==> src/rtl/spi_reg_arbiter.sv <==
// Configuration register bank shared by two requesters (SPI decoder, sequencer)
// with arbitration, read-back, address checking and period-synchronous duty updates.
module spi_reg_arbiter #(
    parameter int unsigned NUM_REGS   = 5,
    parameter int unsigned ADDR_W     = 7,
    parameter int unsigned DATA_W     = 8,
    parameter bit          SYNC_DUTY  = 1'b1,
    parameter bit          PRIO_FIXED = 1'b0
) (
    input  logic              clk,
    input  logic              rst,
    input  logic              s0_valid,
    output logic              s0_ready,
    input  logic              s0_write,
    input  logic [ADDR_W-1:0] s0_addr,
    input  logic [DATA_W-1:0] s0_wdata,
    input  logic              s1_valid,
    output logic              s1_ready,
    input  logic              s1_write,
    input  logic [ADDR_W-1:0] s1_addr,
    input  logic [DATA_W-1:0] s1_wdata,
    output logic              rvalid,
    output logic              rid,
    output logic [DATA_W-1:0] rdata,
    output logic              addr_err,
    input  logic              pwm_period_end,
    output logic              duty_pending,
    output logic [DATA_W-1:0] en_reg_out_7_0,
    output logic [DATA_W-1:0] en_reg_out_15_8,
    output logic [DATA_W-1:0] en_reg_pwm_7_0,
    output logic [DATA_W-1:0] en_reg_pwm_15_8,
    output logic [DATA_W-1:0] pwm_duty_cycle
);

    typedef enum logic [1:0] {
        ST_IDLE,
        ST_EXEC,
        ST_RESP
    } state_t;

    localparam logic [ADDR_W-1:0] ADDR_OUT_LO = ADDR_W'(0);
    localparam logic [ADDR_W-1:0] ADDR_OUT_HI = ADDR_W'(1);
    localparam logic [ADDR_W-1:0] ADDR_PWM_LO = ADDR_W'(2);
    localparam logic [ADDR_W-1:0] ADDR_PWM_HI = ADDR_W'(3);
    localparam logic [ADDR_W-1:0] ADDR_DUTY   = ADDR_W'(4);
    localparam logic [ADDR_W-1:0] ADDR_LIMIT  = ADDR_W'(NUM_REGS);

    state_t              r_state;
    logic                r_last_grant;
    logic                r_port;
    logic                r_write;
    logic [ADDR_W-1:0]   r_addr;
    logic [DATA_W-1:0]   r_wdata;
    logic                r_rvalid;
    logic                r_rid;
    logic [DATA_W-1:0]   r_rdata;
    logic                r_addr_err;
    logic                r_duty_pending;
    logic [DATA_W-1:0]   r_duty_shadow;
    logic [DATA_W-1:0]   r_out_lo;
    logic [DATA_W-1:0]   r_out_hi;
    logic [DATA_W-1:0]   r_pwm_lo;
    logic [DATA_W-1:0]   r_pwm_hi;
    logic [DATA_W-1:0]   r_duty;

    logic                w_winner;
    logic                w_any_valid;
    logic                w_legal;
    logic                w_exec_wr;
    logic                w_duty_wr;
    logic                w_sel_write;
    logic [ADDR_W-1:0]   w_sel_addr;
    logic [DATA_W-1:0]   w_sel_wdata;
    logic [DATA_W-1:0]   w_rd_data;

    // Tie-break: round-robin flips against the previous grant, fixed priority favours port 0.
    always_comb begin
        w_winner = 1'b0;
        if (s0_valid && s1_valid) begin
            w_winner = PRIO_FIXED ? 1'b0 : ~r_last_grant;
        end else if (s1_valid) begin
            w_winner = 1'b1;
        end
    end

    assign w_any_valid = s0_valid | s1_valid;
    assign s0_ready    = (r_state == ST_IDLE) && s0_valid && !w_winner;
    assign s1_ready    = (r_state == ST_IDLE) && s1_valid &&  w_winner;

    assign w_sel_write = w_winner ? s1_write : s0_write;
    assign w_sel_addr  = w_winner ? s1_addr  : s0_addr;
    assign w_sel_wdata = w_winner ? s1_wdata : s0_wdata;

    assign w_legal   = (r_addr < ADDR_LIMIT);
    assign w_exec_wr = (r_state == ST_EXEC) && r_write && w_legal;
    assign w_duty_wr = w_exec_wr && (r_addr == ADDR_DUTY);

    // With deferred duty updates, read-back reports the last written (shadow) value.
    always_comb begin
        w_rd_data = '0;
        if (w_legal) begin
            case (r_addr)
                ADDR_OUT_LO: w_rd_data = r_out_lo;
                ADDR_OUT_HI: w_rd_data = r_out_hi;
                ADDR_PWM_LO: w_rd_data = r_pwm_lo;
                ADDR_PWM_HI: w_rd_data = r_pwm_hi;
                ADDR_DUTY:   w_rd_data = SYNC_DUTY ? r_duty_shadow : r_duty;
                default:     w_rd_data = '0;
            endcase
        end
    end

    always_ff @(posedge clk) begin
        if (rst) begin
            r_state        <= ST_IDLE;
            r_last_grant   <= 1'b1;
            r_port         <= 1'b0;
            r_write        <= 1'b0;
            r_addr         <= '0;
            r_wdata        <= '0;
            r_rvalid       <= 1'b0;
            r_rid          <= 1'b0;
            r_rdata        <= '0;
            r_addr_err     <= 1'b0;
            r_duty_pending <= 1'b0;
            r_duty_shadow  <= '0;
            r_out_lo       <= '0;
            r_out_hi       <= '0;
            r_pwm_lo       <= '0;
            r_pwm_hi       <= '0;
            r_duty         <= '0;
        end else begin
            r_rvalid   <= 1'b0;
            r_addr_err <= 1'b0;

            case (r_state)
                ST_IDLE: begin
                    if (w_any_valid) begin
                        r_port       <= w_winner;
                        r_last_grant <= w_winner;
                        r_write      <= w_sel_write;
                        r_addr       <= w_sel_addr;
                        r_wdata      <= w_sel_wdata;
                        r_state      <= ST_EXEC;
                    end
                end
                ST_EXEC: begin
                    r_addr_err <= ~w_legal;
                    if (r_write) begin
                        r_state <= ST_IDLE;
                    end else begin
                        r_rdata  <= w_rd_data;
                        r_rvalid <= 1'b1;
                        r_rid    <= r_port;
                        r_state  <= ST_RESP;
                    end
                end
                ST_RESP: r_state <= ST_IDLE;
                default: r_state <= ST_IDLE;
            endcase

            if (w_exec_wr) begin
                case (r_addr)
                    ADDR_OUT_LO: r_out_lo <= r_wdata;
                    ADDR_OUT_HI: r_out_hi <= r_wdata;
                    ADDR_PWM_LO: r_pwm_lo <= r_wdata;
                    ADDR_PWM_HI: r_pwm_hi <= r_wdata;
                    ADDR_DUTY: begin
                        if (!SYNC_DUTY) begin
                            r_duty <= r_wdata;
                        end
                    end
                    default: ;
                endcase
            end

            // A duty write landing on the period boundary is applied directly and clears any older pending value.
            if (SYNC_DUTY) begin
                if (w_duty_wr) begin
                    r_duty_shadow <= r_wdata;
                    if (pwm_period_end) begin
                        r_duty         <= r_wdata;
                        r_duty_pending <= 1'b0;
                    end else begin
                        r_duty_pending <= 1'b1;
                    end
                end else if (pwm_period_end && r_duty_pending) begin
                    r_duty         <= r_duty_shadow;
                    r_duty_pending <= 1'b0;
                end
            end
        end
    end

    assign rvalid          = r_rvalid;
    assign rid             = r_rid;
    assign rdata           = r_rdata;
    assign addr_err        = r_addr_err;
    assign duty_pending    = SYNC_DUTY ? r_duty_pending : 1'b0;
    assign en_reg_out_7_0  = r_out_lo;
    assign en_reg_out_15_8 = r_out_hi;
    assign en_reg_pwm_7_0  = r_pwm_lo;
    assign en_reg_pwm_15_8 = r_pwm_hi;
    assign pwm_duty_cycle  = r_duty;

endmodule

==> config.mk <==
export PLATFORM = sky130hd
export DESIGN_NAME = spi_reg_arbiter
export DESIGN_NICKNAME = d
export VERILOG_FILES = /design/src/rtl/spi_reg_arbiter.sv
export SDC_FILE = /design/constraint.sdc
export NUM_CORES = 1
export LEC_CHECK = 0
export BUFFER_PORTS_ARGS = -buffer_cell sky130_fd_sc_hd__buf_2
export CAP_MARGIN = 15
export CORE_MARGIN = 2
export CORE_UTILIZATION = 59
export CTS_BUF_LIST = sky130_fd_sc_hd__clkbuf_4 sky130_fd_sc_hd__clkbuf_8
export DETAILED_ROUTE_END_ITERATION = 6
export GPL_TIMING_DRIVEN = 0
export PLACE_DENSITY = 0.93
export SLEW_MARGIN = 20
export SYNTH_ARGS = -nofsm -noshare
export SYNTH_HDL_FRONTEND = slang
export SYNTH_SLANG_ARGS = --single-unit
==> constraint.sdc <==
create_clock -name clk -period 4.9 [get_ports clk]
set_clock_uncertainty 0.05 [all_clocks]
set_input_delay 0.735 -clock clk [delete_from_list [all_inputs] [get_ports clk]]
set_output_delay 0.735 -clock clk [all_outputs]
set_load 0.005 [all_outputs]
==> results.toml <==
[cells_and_area]
multiInputGateArea_sq_um = 1738
fillers = 433
final_cell_mix = "93 x buf_2, 80 x dfxtp_1, 72 x nor2_1"
n_antenna_cell = 0
drive_gt1_frac = 0.2386
area.growth.synth_to_final_pct = 19.87
fin_nets = 516
final_core_util = 0.7213
final_common_cell = "buf_2"
regArea_sq_um = 1602

[setup_path]
worst-endpoint-required_ps = 4120
path_class = "primary input to primary output"
ff2ff_setup_slack_ps = 2610
cp_top_family = "buffers and inverters"
crit_path_end_kind = "primary output"
crit-reg2reg-capture = "en_reg_pwm_15_8[4]"
reg2reg_depth = 5
cp.arrival_ps = 2040
slowest_stage = "buf_1"
r2r-start = "r_addr[6]"
cpMostUsedCell = "buf_2"
critPathMaxFanout = 10
critPathMaxStageDelay_ps = 440
worstPathCellList = "buf_2 -> a21boi_0 -> buf_1 -> buf_2 -> nor2_1 -> buf_2"
startpoint_type = "primary input"
worst-path-buf-inv = 4

[floorplanning]
dieArea_sq_um = 6602
coreArea_sq_um = 5851
die_w_um = 81.25
die_y_um = 81.25
ios = 91
fp-row-count = 28
initial_core_util = 0.6018

[global_route]
grt-ovfl-total = 0
top_usage_layer = "met2"
grt_pass1_vias = 2996
grt_pass1_wl_um = 14390
globalRouteMet3Util = 0.04889
grt_use_met1 = 0.3699
gr-usage-met2 = 0.4818
antenna_found_initial = 0
grt_usage = 0.2955
grt_max_degree = 13

[synth]
yosys_warnings = 0
yosysTopAreaCell = "dfxtp_1"
yosys-top-cells-area = "dfxtp_1 45%, mux2i_1 18%, nor2_1 7.7%, nand3b_1 3.6%, a211oi_1 3.4%"
synthCells = 379
synth_top_flop_cell = "dfxtp_1"
ys_seq_elements = 80
syn-cell-area_sq_um = 3521
avgSynthCellArea_sq_um = 9.290
async_flop_share = 0
synth_cell_types = 35
synth_top_area_share = 0.4549
synth_fp_nets = 416
yosysSeqAreaShare = 0.4549
synth_edf_count = 0

[pwr]
p_clk_frac = 0.325
pwr-share-seq = 0.545
p_leak_nw = 1.744
p_int_w = 0.0009277
ir_drop_mv = 0.2117
power_density_nw_per_um2 = 307.8
switching_share = 0.2858
power_w = 0.001299
power_frac_comb = 0.130
power.switching_w = 0.0003712

[clock_network]
root_buffer = "clkbuf_8"
clkTransAtPathRegs_ps = 70
cts_setup_buffers = 0
clockBufferDepth = 2
numCtsBuffers = 9
clk_latency_ps = 350
tritoncts = "built"
h-tree-depth = 3
clock-sinks = 80
holdBufCountCts = 0
cts_resized = 0

[placed_design]
port_buffers = 89
place.gp.congestion = 0.8723
dpl.hpwl_um = 6648

[worst_hold_path]
hold_start = "rdata[5]"
hold_path_depth = 2
worstHoldPathType = "flop to flop"
hold_end = "rdata[5]"

[drt]
wl_um = 9350
vias_per_cell = 5.745
drc = 0
antenna_left = 0
detail_route.iter0.violations = 244
detail_route.wl_per_cell_um = 16.79
drtPass1Iterations = 7
vias = 3200

[timing]
max_freq_mhz = 354.0
rsz0062_at_grt = "no"
tightest_slew_ps = 809.7
period_share = 0.5765
setup_viol = 0
tns_ps = 0
hold_viol = 0
period_needed_ps = 2825
slew_headroom = 0.4562
slew_violations = 0

[job]
max-cap-violations = 0

[outcome]
run_status = "finished clean"
==> synth_stat cells (2+ instances only) <==
cell,number
dfxtp_1,80
nor2_1,72
mux2i_1,65
clkbuf_1,20
a21oi_1,18
nand3b_1,17
a211oi_1,16
inv_1,16
nand2_1,11
nor3_1,9
o21ai_1,9
a2111oi_0,8
o32ai_1,8
buf_2,4
nand2b_1,3
nor4_4,3
buf_1,2
==> worst max-delay path by stage <==
stage	startpoint	endpoint	slack (ps)	cells past startpoint
after global routing	s0_valid	s0_ready	1980	6
after floorplan	s1_valid	s0_ready	2440	4
after detailed placement	s0_valid	s0_ready	2080	6
after global placement	s0_valid	s0_ready	2100	6
final	s0_valid	s0_ready	2070	6
after CTS	s0_valid	s0_ready	2070	6
==> flip-flops by register name, indices dropped and copies added, names as in the netlist, 2 cells and up <==
register	count
en_reg_out_15_8	8
en_reg_out_7_0	8
en_reg_pwm_15_8	8
en_reg_pwm_7_0	8
pwm_duty_cycle	8
r_duty_shadow	8
r_wdata	8
rdata	8
r_addr	7
r_state	2
==> tightest hold or removal path: cells and delay by family (launching register included) <==
family             cells  cell delay (ps)
AOI/OAI and AO/OA      1               50
DFF                    1              310
and+or+nand+nor        1               50
==> logic make-up after synthesis <==
family / share of synthesized area
simple gates: 0.1848
flops: 0.4549
compound gates: 0.1240
buf+inv: 0.05153
mux: 0.1848
==> power groups by stage <==
stage	clock network [W]	registers [W]	logic, W
after floorplan	0	0.000705	0.000118
after global placement	0	0.000718	0.000159
after detailed placement	0	0.000720	0.000165
after CTS	0.000420	0.000705	0.000166
after global routing	0.000443	0.000710	0.000184
final	0.000422	0.000707	0.000169
==> layer usage <==
layer | share of wire | vias to the layer above
met1 | 0.41 | 1477
met3 | 0.071 | 38
li1 | - | 1532
met4 | 0.040 | 0
met2 | 0.48 | 153
met5 | 0 | -
==> final cells by class <==
type,instances,share of cell area
multi-input combinational,255,0.4118
sequential,80,0.3795
timing repair buffer,89,0.1055
clock buffer,10,0.03261
buffer,28,0.02876
tap,75,0.02224
inverter,16,0.01423
clock inverter,4,0.005336
==> per-stage QoR <==
| step | std cells | setup WS (ps) | hold WS [ps] | area, sq um |
|---|---|---|---|---|
| detailed placement | 543 | 2077 | 395.4 | 4060 |
| global placement | 543 | 2103 | 388.7 | 4060 |
| CTS | 557 | 2070 | 404.3 | 4220 |
| floorplan | 379 | 2444 | 380.3 | 3521 |
| finish | 557 | 2075 | 402.6 | 4220 |
| global route | 557 | 1977 | 427.7 | 4220 |
(Power assumes the default switching activity.)
